`config.mk`:
```
export PLATFORM = sky130hd
export DESIGN_NAME = instruction_fetch_flat
export DESIGN_NICKNAME = d
export VERILOG_FILES = /design/src/rtl/instruction_fetch_if.sv /design/src/rtl/instruction_fetch.sv /design/src/flat_wrapper.sv
export SDC_FILE = /design/constraint.sdc
export NUM_CORES = 1
export LEC_CHECK = 0
export ABC_AREA = 1
export CAP_MARGIN = 40
export CORE_MARGIN = 2
export CORE_UTILIZATION = 45
export CTS_CLUSTER_DIAMETER = 150
export CTS_CLUSTER_SIZE = 40
export DETAILED_ROUTE_END_ITERATION = 8
export PLACE_DENSITY = 0.76
export SYNTH_ARGS = -nofsm -noshare
export SYNTH_HDL_FRONTEND = slang
export SYNTH_SLANG_ARGS = --single-unit
```
`constraint.sdc`:
```
create_clock -name clk -period 2.85 [get_ports clk]
set_input_delay 0.57 -clock clk [delete_from_list [all_inputs] [get_ports clk]]
set_output_delay 0.57 -clock clk [all_outputs]
set_load 0.005 [all_outputs]
```
`src/rtl/instruction_fetch_if.sv`:
```
// Instruction-memory request/acknowledge port.
//   mem_req  : fetch stage requests a word at mem_addr (held stable until ack)
//   mem_addr : request address
//   mem_ack  : memory returns mem_data this cycle (may arrive in the request cycle)
//   mem_data : instruction word, valid with mem_ack
// master = fetch stage, slave = instruction memory.
interface instruction_fetch_if #(
  parameter int ADDR_W = 32,
  parameter int DATA_W = 32
);
  logic              mem_req;
  logic [ADDR_W-1:0] mem_addr;
  logic              mem_ack;
  logic [DATA_W-1:0] mem_data;

  modport master (output mem_req, mem_addr, input  mem_ack, mem_data);
  modport slave  (input  mem_req, mem_addr, output mem_ack, mem_data);
endinterface

```
`src/rtl/instruction_fetch.sv`:
```
// Instruction fetch stage sitting right after the program counter.
// Issues one request per PC on the memory port, captures the returned word
// into the IF/ID register and pauses the PC until decode has taken it.
// Absorbs variable memory latency, decode stalls (one-entry skid buffer) and
// redirect flushes, including a flush while a request is still outstanding
// (the late ack is swallowed in DISCARD).
//
// Ports:
//   clk, rst                       clock, synchronous active-high reset
//   i_InstructionFetch_PC/_PC_PLUS current PC and PC+4 from the PC stage
//   o_InstructionFetch_pause       hold the PC
//   i_InstructionFetch_stall       decode cannot accept
//   i_InstructionFetch_flush       redirect, discard fetch state
//   mem                            instruction memory port (master side)
//   o_InstructionFetch_valid/_instr/_PC/_PC_PLUS/_misalign  IF/ID register
//
// Optional feature: define IFETCH_ALIGN_CHECK_EN to suppress requests for
// PCs with PC[1:0]!=0 and deliver NOP_WORD flagged as misaligned instead.
module instruction_fetch #(
  parameter int                 ADDR_W   = 32,
  parameter int                 DATA_W   = 32,
  parameter logic [DATA_W-1:0]  NOP_WORD = '0
) (
  input  logic               clk,
  input  logic               rst,
  input  logic [ADDR_W-1:0]  i_InstructionFetch_PC,
  input  logic [ADDR_W-1:0]  i_InstructionFetch_PC_PLUS,
  output logic               o_InstructionFetch_pause,
  input  logic               i_InstructionFetch_stall,
  input  logic               i_InstructionFetch_flush,
  instruction_fetch_if.master mem,
  output logic               o_InstructionFetch_valid,
  output logic [DATA_W-1:0]  o_InstructionFetch_instr,
  output logic [ADDR_W-1:0]  o_InstructionFetch_PC,
  output logic [ADDR_W-1:0]  o_InstructionFetch_PC_PLUS,
  output logic               o_InstructionFetch_misalign
);

  localparam logic [1:0] S_REQ     = 2'd0;
  localparam logic [1:0] S_HOLD    = 2'd1;
  localparam logic [1:0] S_DISCARD = 2'd2;

  logic [1:0]        state;
  logic [ADDR_W-1:0] disc_addr;   // address of the abandoned request

  // IF/ID register
  logic              valid_q;
  logic [DATA_W-1:0] instr_q;
  logic [ADDR_W-1:0] pc_q, pcp_q;
  logic              mis_q;

  // skid buffer: word that arrived while decode was stalled
  logic [DATA_W-1:0] skid_instr;
  logic [ADDR_W-1:0] skid_pc, skid_pcp;
  logic              skid_mis;

  logic              misaligned;
  logic              fetch_ack;
  logic [DATA_W-1:0] fetch_data;

`ifdef IFETCH_ALIGN_CHECK_EN
  assign misaligned = (state == S_REQ) && (i_InstructionFetch_PC[1:0] != 2'b00);
`else
  assign misaligned = 1'b0;
`endif

  // A misaligned PC completes immediately with a NOP and never reaches memory.
  assign fetch_ack  = misaligned | mem.mem_ack;
  assign fetch_data = misaligned ? NOP_WORD : mem.mem_data;

  always_comb begin
    mem.mem_req              = 1'b0;
    mem.mem_addr             = i_InstructionFetch_PC;
    o_InstructionFetch_pause = 1'b1;
    if (!rst) begin
      case (state)
        S_REQ: begin
          mem.mem_req              = !misaligned;
          o_InstructionFetch_pause = i_InstructionFetch_flush ? 1'b0
                                   : !(fetch_ack && !i_InstructionFetch_stall);
        end
        S_HOLD: begin
          o_InstructionFetch_pause = i_InstructionFetch_flush ? 1'b0
                                   : i_InstructionFetch_stall;
        end
        S_DISCARD: begin
          // keep the abandoned request stable until memory answers it
          mem.mem_req              = 1'b1;
          mem.mem_addr             = disc_addr;
          o_InstructionFetch_pause = !i_InstructionFetch_flush;
        end
        default: o_InstructionFetch_pause = 1'b1;
      endcase
    end
  end

  always_ff @(posedge clk) begin
    if (rst) begin
      state      <= S_REQ;
      disc_addr  <= '0;
      valid_q    <= 1'b0;
      instr_q    <= NOP_WORD;
      pc_q       <= '0;
      pcp_q      <= '0;
      mis_q      <= 1'b0;
      skid_instr <= NOP_WORD;
      skid_pc    <= '0;
      skid_pcp   <= '0;
      skid_mis   <= 1'b0;
    end else begin
      case (state)
        S_REQ: begin
          if (i_InstructionFetch_flush) begin
            valid_q   <= 1'b0;
            disc_addr <= i_InstructionFetch_PC;
            state     <= fetch_ack ? S_REQ : S_DISCARD;
          end else if (fetch_ack && !i_InstructionFetch_stall) begin
            valid_q <= 1'b1;
            instr_q <= fetch_data;
            pc_q    <= i_InstructionFetch_PC;
            pcp_q   <= i_InstructionFetch_PC_PLUS;
            mis_q   <= misaligned;
          end else if (fetch_ack) begin
            skid_instr <= fetch_data;
            skid_pc    <= i_InstructionFetch_PC;
            skid_pcp   <= i_InstructionFetch_PC_PLUS;
            skid_mis   <= misaligned;
            state      <= S_HOLD;
          end else if (!i_InstructionFetch_stall) begin
            valid_q <= 1'b0;   // bubble while memory is busy
          end
        end
        S_HOLD: begin
          if (i_InstructionFetch_flush) begin
            valid_q <= 1'b0;   // skid contents simply abandoned
            state   <= S_REQ;
          end else if (!i_InstructionFetch_stall) begin
            valid_q <= 1'b1;
            instr_q <= skid_instr;
            pc_q    <= skid_pc;
            pcp_q   <= skid_pcp;
            mis_q   <= skid_mis;
            state   <= S_REQ;
          end
        end
        S_DISCARD: begin
          if (i_InstructionFetch_flush) valid_q <= 1'b0;
          if (mem.mem_ack) state <= S_REQ;   // stale word dropped
        end
        default: state <= S_REQ;
      endcase
    end
  end

  assign o_InstructionFetch_valid    = valid_q;
  assign o_InstructionFetch_instr    = valid_q ? instr_q : NOP_WORD;
  assign o_InstructionFetch_PC       = pc_q;
  assign o_InstructionFetch_PC_PLUS  = pcp_q;
  assign o_InstructionFetch_misalign = valid_q & mis_q;

endmodule

```
`src/flat_wrapper.sv`:
```
// flat-port wrapper written by rule: the top's interface ports become plain ports
module instruction_fetch_flat 
#(
  parameter int                 ADDR_W   = 32,
  parameter int                 DATA_W   = 32,
  parameter logic [DATA_W-1:0]  NOP_WORD = '0
)
  (clk, rst, i_InstructionFetch_PC, i_InstructionFetch_PC_PLUS, o_InstructionFetch_pause, i_InstructionFetch_stall, i_InstructionFetch_flush, o_InstructionFetch_valid, o_InstructionFetch_instr, o_InstructionFetch_PC, o_InstructionFetch_PC_PLUS, o_InstructionFetch_misalign, mem_mem_req, mem_mem_addr, mem_mem_ack, mem_mem_data);
  instruction_fetch_if #(.ADDR_W(ADDR_W), .DATA_W(DATA_W)) mem_i ();
  input  logic clk;
  input  logic rst;
  input  logic [ADDR_W-1:0] i_InstructionFetch_PC;
  input  logic [ADDR_W-1:0] i_InstructionFetch_PC_PLUS;
  output logic o_InstructionFetch_pause;
  input  logic i_InstructionFetch_stall;
  input  logic i_InstructionFetch_flush;
  output logic o_InstructionFetch_valid;
  output logic [DATA_W-1:0] o_InstructionFetch_instr;
  output logic [ADDR_W-1:0] o_InstructionFetch_PC;
  output logic [ADDR_W-1:0] o_InstructionFetch_PC_PLUS;
  output logic o_InstructionFetch_misalign;
  output wire logic [$bits(mem_i.mem_req)-1:0] mem_mem_req;
  output wire logic [$bits(mem_i.mem_addr)-1:0] mem_mem_addr;
  input wire logic [$bits(mem_i.mem_ack)-1:0] mem_mem_ack;
  input wire logic [$bits(mem_i.mem_data)-1:0] mem_mem_data;
  assign mem_mem_req = mem_i.mem_req;
  assign mem_mem_addr = mem_i.mem_addr;
  assign mem_i.mem_ack = mem_mem_ack;
  assign mem_i.mem_data = mem_mem_data;
  instruction_fetch #(.ADDR_W(ADDR_W), .DATA_W(DATA_W), .NOP_WORD(NOP_WORD)) u_core (.clk(clk), .rst(rst), .i_InstructionFetch_PC(i_InstructionFetch_PC), .i_InstructionFetch_PC_PLUS(i_InstructionFetch_PC_PLUS), .o_InstructionFetch_pause(o_InstructionFetch_pause), .i_InstructionFetch_stall(i_InstructionFetch_stall), .i_InstructionFetch_flush(i_InstructionFetch_flush), .mem(mem_i), .o_InstructionFetch_valid(o_InstructionFetch_valid), .o_InstructionFetch_instr(o_InstructionFetch_instr), .o_InstructionFetch_PC(o_InstructionFetch_PC), .o_InstructionFetch_PC_PLUS(o_InstructionFetch_PC_PLUS), .o_InstructionFetch_misalign(o_InstructionFetch_misalign));
endmodule
```
# [Word-level counts from Yosys, hierarchy flattened]
# Index checks and enable logic that the tools add are counted.
[op_classes] n_eq_ne=13 reduce_logical=13 n_bitwise=3 muxes=44
[op_table] op="2-to-1 mux 32 bit" n=15
[op_table] op="one-hot mux 32 bit (2 select lines)" n=3
[op_table] op="2-to-1 mux 1 bit" n=15
[op_table] op="2-to-1 mux 2 bit" n=7
[op_table] op="inequality test 2 bit (second input constant)" n=5
[op_table] op="AND reduction 5 bit" n=2
[op_table] op="inequality test 3 bit (second input constant)" n=3
[op_table] op="inequality test 4 x 3 -> 1 bit (second input constant)" n=2
[op_table] op="AND reduction 4 bit" n=2
[op_table] op="one-hot mux 1 bit (3 select lines)" n=2
[op_table] op="one-hot mux 2 bit (3 select lines)" n=1
[op_table] op="logical NOT 1 bit" n=3
[op_table] op="nonzero test 3 bit" n=1
[op_table] op="== test 2 x 1 -> 1 bit (second input constant)" n=1
[op_table] op="== test 2 bit (second input constant)" n=1
[op_table] op="logical NOT 2 bit" n=1
[op_table] op="inequality test 2 x 1 -> 1 bit (second input constant)" n=1
[op_table] op="inverter 1 bit" n=2
[op_table] op="one-hot mux 1 bit (2 select lines)" n=1
[op_table] op="AND reduction 2 bit" n=1
[op_table] op="nonzero test 2 bit" n=1
[op_table] op="OR reduction 2 bit" n=1
[op_table] op="AND 1 bit" n=1
[op_table] op="logical AND 1 bit" n=1
[word_totals] word_cells=83 output_inout_bits=132 reg_bits=228 input_bits=101

# [Longest topological paths before layout]
# Gate-level depths: netlist (run 1).
[logic_depth] depth_word=6 mapped_depth=10 depth_no_buf=10

# [Worst setup path before layout (run 1)]
# No wires, ideal clock.
[synth_timing] path_kind="register to output" start="register u_core.state[0]" end="output mem_mem_addr[10]" slack_ns=0.889 required_ns=2.280 n_path_buf=1 t_arrival_ns=1.391 path_stages_with_launch=6 path_cell_list="dfxtp_1 inv_1 ha_1 nand2_1 buf_2 mux2_2"
[synth_between] elab_chain_len=3
[synth_lines] item="from (decl)" line="instruction_fetch.sv:43" text="logic [1:0] state;"
[synth_lines] item="from (signal assigned)" line="instruction_fetch.sv:116" text="state <= fetch_ack ? S_REQ : S_DISCARD;"
[synth_lines] item="== test 2 bit" line="instruction_fetch.sv:76" text="case (state)"
[synth_lines] item="2-to-1 mux 32 bit" line="instruction_fetch.sv:76"
[synth_lines] item="2-to-1 mux 32 bit" line="instruction_fetch.sv:75" text="if (!rst) begin"
[synth_lines] item="to (decl)" line="flat_wrapper.sv:23" text="output wire logic [$bits(mem_i.mem_addr)-1:0] mem_mem_addr;"
# Every way passes these cells.

# [Final worst setup path (run 1)]
[layout_timing] start="register u_core.state[0]" end="output mem_mem_addr[30]"
# Same word-level chain as after synthesis.

==> results of run 1 <==
-- kinds of logic after synthesis --
| logic type | count (synthesis) | synth area share [%] |
|---|---|---|
| AND/OR/NAND/NOR | 510 | 19.1 |
| adder cells (fa/ha/maj) | 6 | 0.701 |
| multiplexers | 32 | 3.36 |
| flip-flops | 227 | 42.4 |
| AO/OA/AOI/OAI | 424 | 22.2 |
| buffers and inverters | 262 | 12.2 |
| other | 1 | 0.0350 |
-- cell type report --
class / count / area, um2 / area share, %
multi-input combinational: 973 / 4910 / 36.8
clock inverter: 1 / 16.3 / 0.122
sequential: 227 / 4550 / 34.1
clock buffer: 9 / 225 / 1.69
timing repair buffer: 263 / 2700 / 20.3
tap: 319 / 399 / 2.99
antenna: 2 / 5.00 / 0.0375
inverter: 139 / 532 / 3.99
-- cell usage after synthesis, drive strengths merged --
cell type  count
o21a          96
mux2          32
dfxtp        227
ha             6
nor2         170
o21bai         1
clkbuf        36
a21oi        194
inv          139
o211ai         1
nand2        240
nand3         99
buf           87
nor3           1
conb           1
o21ai        132
-- through the flow --
step | area [um2] | hold slack [ns] | utilization (%) | power [mW]
CTS | 13300 | 0.466 | 56.8 | 8.02
global route | 13300 | 0.480 | 57.0 | 8.46
global placement | 13000 | 0.439 | 55.6 | 6.38
detailed placement | 13000 | 0.447 | 55.6 | 6.45
finish | 13300 | 0.462 | 57.0 | 7.98
floorplan | 10700 | 0.430 | - | 5.52
-- flip-flops by register name, summed over array words and instances (netlist names) --
register and count:
u_core.disc_addr 32, u_core.skid_instr 32, u_core.o_InstructionFetch_valid 1, u_core.o_InstructionFetch_PC 32, u_core.state 2, u_core.skid_pc 32
u_core.instr_q 32, u_core.o_InstructionFetch_PC_PLUS 32, u_core.skid_pcp 32
-- final timing paths --
check	depth (start not counted)	end	startpoint
worst max-delay path	6	mem_mem_addr[30]	u_core.state[0]
worst min-delay path	2	u_core.skid_pc[8]	u_core.skid_pc[8]
worst max register to register	9	u_core.instr_q[27]	u_core.state[1]
worst min register to register	2	u_core.skid_pc[8]	u_core.skid_pc[8]
-- layout by cell type (no fill, tap or decap), drive strengths merged --
cell	n
clkdlybuf4s50	229
ha	6
nand2	240
inv	139
dfxtp	227
clkinv	1
nor2	170
o21a	96
dlymetal6s2s	1
clkbuf	10
o211ai	1
conb	1
o21ai	132
buf	31
nand3	99
mux2	32
nor3	1
diode	2
dlygate4sd2	1
a21oi	194
o21bai	1
-- per-layer routing --
layer  wire [um]  up-vias  part of all wire, %  track usage (%)
li1            -     5020                    -                -
met5           0        -                    0                0
met3        1880       38                  6.9             4.44
met4         565        0                  2.1             5.15
met1       12300     4518                   45             27.4
met2       12400      262                   46             33.8
-- timing repair --
item / 4_1_cts / 5_1_grt
endpoints found under the hold margin: 0 / 0
cloned: 1 / 1
setup endpoints to repair: 32 / 31
resized for setup: 6 / 6
pin swaps: 1 / 1
buffers inserted: 1 / 0
-- worst max-delay path, stage by stage (launching register included) --
cell and delay (ns):
dfxtp_2 0.36, inv_2 0.06, ha_4 0.19, nand2_8 0.11
clkbuf_16 0.17, mux2_2 0.33, clkdlybuf4s50_1 0.45
-- where the power goes --
part | leakage (nW) | internal [mW] | switching [mW]
clock | 0.118 | 0.588 | 0.985
combinational | 3.45 | 1.22 | 1.43
sequential | 1.86 | 3.57 | 0.192
==> out/metrics.cfg, run 1 <==
[sta]
slew_headroom_pct=48.4
skew_ns=0.0183
final.setup.tns_ns=0
finalCriticalPeriod_ns=2.73
setup_ws_ns=0.122
drv_slew=0
rsz0062_at_grt=false
setup_violations=0
hold_viol=0
worstMarginPinSlew_ns=0.774
fin_crit_sh_pct=95.7
fmax_mhz=367

[placed_design]
io_buffers=231
gp_congestion=0.829
dp_cells=1918
dp_hpwl_um=17600
dp_worst_setup_slack_ns=-0.0802

[logic_synthesis]
syn-cell-area_mm2=0.0107
synth_area_leaders=dfxtp_1, a21oi_1, nand2_1, o21a_1, nor2_1
synth_warnings=0
syn-num-nets=1569
ys_seq_elements=227
syn_inst=1462
ys_types=26
yosysTopAreaCell=dfxtp_1
yosysTopAreaCellShare_pct=42.4
syn_avg_cell_area_um2=7.33
yosysSeqAreaShare_pct=42.4

[route]
vias=9838
drc=0
wl_per_cell_um=14.0
dr.pass1.iters=5
first_iter_violations=705
viasPerCell=5.09
antenna_left=0
wl_um=27100

[global_route]
track_usage_pct=20.5
overflow=0
antenna_found_initial=1
grt_pass1_wl_um=42500
grt_max_degree=145
grt_pass1_vias=8663

[floorplanning]
ios=233
die_height_um=158
num_rows=56
die_w_um=158
dieArea_mm2=0.0251
start_util_pct=45.8
core_mm2=0.0234

[final_layout]
area_delta_synth_final_pct=24.5
nets=1720
stdcell_count=1933
nFillCells=2242
drive_above_1_share_pct=5.46

[setup_path]
path_class=flip-flop to output pin
endpoint_kind=output pin
critical_path_required_ns=2.28
crit_fanout=7
r2r_setup_slack_ns=0.67
start_kind=flip-flop
arrival_ns=2.16

[cts]
clockBufferDepth=3
cts_sinks=227
htreeDepth=1
cts_tree=yes
cts_root_buffer=clkbuf_16
clk_pin_slew_ns=0.14
hold_buffers=0
numCtsBuffers=9
clk_latency_ns=0.48

[min_path]
hold_path.class=flip-flop to flip-flop

[pwr]
peakVddDrop_mv=0.354
powerDensity_mw_per_mm2=598
leakagePower_nw=5.43

[run]
cap_violations=0

[outcome]
status=finished clean

(Power assumes the default switching activity.)
==> run 2, diff against run 1 <==
- DONT_BUFFER_PORTS: not set -> 1
- PLACE_DENSITY: 0.76 -> 0.64
==> run 2 against run 1 <==
Power shrank 8.3%. Core utilization down 11 points. Critical endpoint unchanged. Clock skew rose by 0.0035 ns. Worst setup slack improved by 0.029 ns.
==> out/metrics.cfg, run 2 (synthesized netlist as in run 1, its figures left out) <==
[outcome]
status=finished clean

[floorplanning]
dieArea_mm2=0.0251
die_w_um=158
ios=233
start_util_pct=45.8
die_height_um=158
core_mm2=0.0234
num_rows=56

[route]
first_iter_violations=425
wl_per_cell_um=14.9
antenna_left=0
drc=0
vias=8757
dr.pass1.iters=4
wl_um=25200
viasPerCell=5.19

[placed_design]
io_buffers=0
dp_hpwl_um=15800
dp_worst_setup_slack_ns=0.642
gp_congestion=0.793

[cts]
numCtsBuffers=9
hold_buffers=0
clk_pin_slew_ns=0.15
cts_resized=0
cts_sinks=227
cts_tree=yes
cts_setup_buffers=0
clk_latency_ns=0.48
cts_root_buffer=clkbuf_16
clockBufferDepth=3
htreeDepth=1

[pwr]
swShare_pct=33.7
peakVddDrop_mv=0.487
power_switching_mw=2.46
p_int_mw=4.85
clkPwrFrac_pct=21.6
p_seq_share_pct=52.0
combPwrFrac_pct=26.4
leakagePower_nw=4.48
powerDensity_mw_per_mm2=674

[sta]
skew_ns=0.0219
finalCriticalPeriod_ns=2.70
setup_violations=0
fmax_mhz=371
drv_slew=0
rsz0062_at_grt=false
fin_crit_sh_pct=94.7
setup_ws_ns=0.151
slew_headroom_pct=35.1
worstMarginPinSlew_ns=0.974
final.setup.tns_ns=0
hold_viol=0

[final_layout]
antenna_cells=0
nets=1476
mostFrequentLayoutCells=nand2_1, dfxtp_1, a21oi_1, nor2_1, inv_1
final_common_cell=nand2_1
drive_above_1_share_pct=5.04
area_delta_synth_final_pct=1.20

[setup_path]
start_kind=flip-flop
path_class=flip-flop to output pin
critical_path_required_ns=2.28
endpoint_kind=output pin
crit_fanout=33
arrival_ns=2.13

[run]
cap_violations=0

[global_route]
grt_max_degree=228
antenna_found_initial=0
grt_pass1_wl_um=39500
overflow=0
track_usage_pct=19.1
grt_pass1_vias=7758

[min_path]
hold_path.class=input pin to flip-flop

run 2: critical path, stage by stage, from the launching register on:
cell and delay [ns]:
dfxtp_1 0.41, inv_1 0.11, ha_1 0.24, nand2_1 0.07, buf_4 0.38, mux2_2 0.44
run 2: through the flow:
stage	util, %	std cells	total power [mW]	instance area [um2]	hold slack (ns)
3_3_place_gp	45.3	1677	5.78	10600	0.439
4_1_cts	46.3	1687	7.42	10800	0.227
3_5_place_dp	45.3	1677	5.83	10600	0.445
6_report	46.3	1687	7.31	10800	0.247
5_1_grt	46.3	1687	7.80	10800	0.232
2_1_floorplan	-	1462	5.52	10700	0.430
run 2: worst paths after layout:
| kind | slack (ns) | cells after the start | startpoint | end |
|---|---|---|---|---|
| min reg2reg | 0.46 | 2 | u_core.skid_pcp[7] | u_core.skid_pcp[7] |
| min | 0.25 | 2 | i_InstructionFetch_PC[19] | u_core.disc_addr[19] |
| max reg2reg | 0.63 | 8 | u_core.state[0] | u_core.skid_pc[14] |
| max | 0.15 | 5 | u_core.state[0] | mem_mem_addr[30] |
run 2: layout make-up:
cell class	count	area [um2]
fill	2417	12600
multi-input combinational	973	4880
sequential	227	4540
inverter	139	532
tap	319	399
timing repair buffer	19	243
clock buffer	9	225
clock inverter	1	16.3
run 2: power by group through the flow:
| stage | sequential, mW | clock [mW] | combinational [mW] |
|---|---|---|---|
| floorplan | 3.79 | 0 | 1.72 |
| finish | 3.80 | 1.58 | 1.93 |
| CTS | 3.81 | 1.66 | 1.95 |
| global route | 3.85 | 1.74 | 2.21 |
| detailed placement | 3.88 | 0 | 1.95 |
| global placement | 3.87 | 0 | 1.91 |
run 2: per-layer routing:
metal | vias up | wire length, um | part of all wire [%] | track usage [%]
li1 | 4528 | - | - | -
met2 | 214 | 11600 | 46 | 32.5
met1 | 3995 | 11100 | 44 | 24.5
met5 | - | 0 | 0 | 0
met4 | 0 | 337 | 1.3 | 3.26
met3 | 20 | 2150 | 8.5 | 5.69
==> RTL change: new RTL, settings of run 1 <==
`DATA_W` is set to 32 in 3 places; all go to 64.
--- a/src/rtl/instruction_fetch_if.sv
+++ b/src/rtl/instruction_fetch_if.sv
@@ -6,7 +6,7 @@
 // master = fetch stage, slave = instruction memory.
 interface instruction_fetch_if #(
   parameter int ADDR_W = 32,
-  parameter int DATA_W = 32
+  parameter int DATA_W = 64
 );
   logic              mem_req;
   logic [ADDR_W-1:0] mem_addr;
--- a/src/rtl/instruction_fetch.sv
+++ b/src/rtl/instruction_fetch.sv
@@ -18,7 +18,7 @@
 // PCs with PC[1:0]!=0 and deliver NOP_WORD flagged as misaligned instead.
 module instruction_fetch #(
   parameter int                 ADDR_W   = 32,
-  parameter int                 DATA_W   = 32,
+  parameter int                 DATA_W   = 64,
   parameter logic [DATA_W-1:0]  NOP_WORD = '0
 ) (
   input  logic               clk,
--- a/src/flat_wrapper.sv
+++ b/src/flat_wrapper.sv
@@ -2,7 +2,7 @@
 module instruction_fetch_flat 
 #(
   parameter int                 ADDR_W   = 32,
-  parameter int                 DATA_W   = 32,
+  parameter int                 DATA_W   = 64,
   parameter logic [DATA_W-1:0]  NOP_WORD = '0
 )
   (clk, rst, i_InstructionFetch_PC, i_InstructionFetch_PC_PLUS, o_InstructionFetch_pause, i_InstructionFetch_stall, i_InstructionFetch_flush, o_InstructionFetch_valid, o_InstructionFetch_instr, o_InstructionFetch_PC, o_InstructionFetch_PC_PLUS, o_InstructionFetch_misalign, mem_mem_req, mem_mem_addr, mem_mem_ack, mem_mem_data);
Interface: changed (resized mem_mem_data and o_InstructionFetch_instr); port bits go from 233 to 297. The function was not compared with the original's and may differ.
==> RTL change against run 1 <==
Hold slack worse by 1.8 ps. Area after synthesis is 27% higher. Sequential cell count up 64. Final area increased by 28%. Clock power is 28% higher. Fmax fell by 0.61%. Via count is 31% higher. Critical endpoint is now mem_mem_addr[0]. First-iteration DRC count is 45% higher. Worst setup slack worse by 17 ps. Power up 27%. Global-route usage grew 1.8 points. Non-clock buffer count grew 68. Wire length grew 34%.
==> RTL change: results <==
set metrics [dict create \
    crit_slowest_cell "clkdlybuf4s50_1" \
    wl_mm 36.36 \
    place_ws_ps -24.00 \
    dr_wl_met2_mm 16.94 \
    clk_pin_slew_worst_paths_ps 150 \
    grt_max_degree 167 \
    synth_edf_count 0 \
    cp_top_family "buffers and inverters" \
    avgSynthCellArea_um2 7.091 \
    clockBufferDepth 3 \
    cts-root-buf "clkbuf_16" \
    arrival_ps 2180 \
    n_fill_cell 2732 \
    skew_ps 47.71 \
    route.met3.wl_mm 2.590 \
    layout-drive-gt1-share_pct 4.480 \
    cp_slowest_stage_delay_ps 440 \
    max_cap_violations 0 \
    hold_viol 0 \
    cts_buffers 11 \
    top_usage_layer "met2" \
    syn_nets 2055 \
    status "finished, final reports clean" \
    synthTopCellsByCount "336 x nand2_1, 291 x dfxtp_1, 257 x a21oi_1" \
    grt_usage_pct 22.28 \
    ys_types 26 \
    clock_latency_ps 500 \
    grt_util_met1_pct 29.66 \
    grt_use_met3_pct 4.692 \
    path_max_fanout 16 \
    gp_congestion 0.8331 \
    antenna_found_initial 2 \
    leakage_nw 7.141 \
    drt_iter0_drc 1023 \
    yosysWarningCount 0 \
    grt_pass1_wl_mm 58.51 \
    power_density_mw_per_mm2 592.9 \
    io_buffers 295 \
    top_regs "u_core.instr_q x64, u_core.skid_instr x64" \
    met2_usage_pct 37.10 \
    synthTopCellsByArea "dfxtp_1 43%, a21oi_1 9.5%, nand2_1 9.3%" \
    dr_total_vias 12840 \
    grt_pass1_vias 11620 \
    dp_hpwl_mm 23.17 \
    tightest_slew_ps 806.2 \
    placed_area_mm2 0.01671 \
    async_flop_share_pct 0 \
    m1WireLength_mm 16.17 \
    hold_class "reg -> reg" \
    h-tree-depth 1 \
    vdd_ir_drop_max_mv 0.3895 \
    final_nets 2238 \
    firstDrtPassIters 5 \
    routed.top_layer "met5" \
    ys_seq_area_share_pct 42.88 \
    fin_cells 2489 \
]
==> RTL change: changes by cell type after synthesis, moves of 9 or more <==
cell	before	now
nand2_1	240	336
a21oi_1	193	257
dfxtp_1	227	291
inv_1	137	200
nand3_1	98	130
nor2_1	169	201
o21a_1	96	128
buf_2	45	74
clkbuf_1	28	56
o21ai_1	16	43
buf_6	29	6
buf_1	2	12
buf_4	11	2
==> RTL change: final timing paths <==
check / from / end / slack, ps / cells after the start
worst max-delay path: u_core.state[0] / mem_mem_addr[0] / 100 / 6
worst min-delay path: u_core.skid_pc[21] / u_core.skid_pc[21] / 460 / 2
worst max register to register: u_core.state[1] / u_core.skid_instr[1] / 710 / 8
worst min register to register: u_core.skid_pc[21] / u_core.skid_pc[21] / 460 / 2
==> RTL change: power breakdown <==
group	switching, mW	internal [mW]
clock network	1.29	0.728
logic	1.85	1.47
registers	0.236	4.57
total	3.37	6.77
==> RTL change: kinds of logic after synthesis <==
group	share of synthesized area, %
simple gates	19.82
compound gates	22.84
buf+inv	11.23
flops	42.88
mux	2.652
fa+ha+maj	0.5526
other cells	0.02760
==> RTL change: cell type report <==
cell class | count | area share [%]
Clock buffer | 11 | 1.610
Timing Repair Buffer | 331 | 20.06
Tap cell | 390 | 2.853
Antenna cell | 1 | 0.01463
Clock inverter | 1 | 0.1756
Inverter | 203 | 4.529
Sequential cell | 291 | 34.08
Multi-Input combinational cell | 1261 | 36.68
==> RTL change: worst register-to-register path: stages, from the launching register on <==
cell,delay (ps)
dfxtp_1,390
inv_1,130
ha_1,290
inv_2,100
nor2_4,140
nand3_4,350
buf_12,340
o21ai_0,230
a21oi_1,60
==> RTL change: timing repair <==
action                                  in CTS  in global routing
hold buffers                                 0                  0
setup buffers                                1                  0
endpoints found under the setup margin      34                  0
gates resized for setup                     18                  0
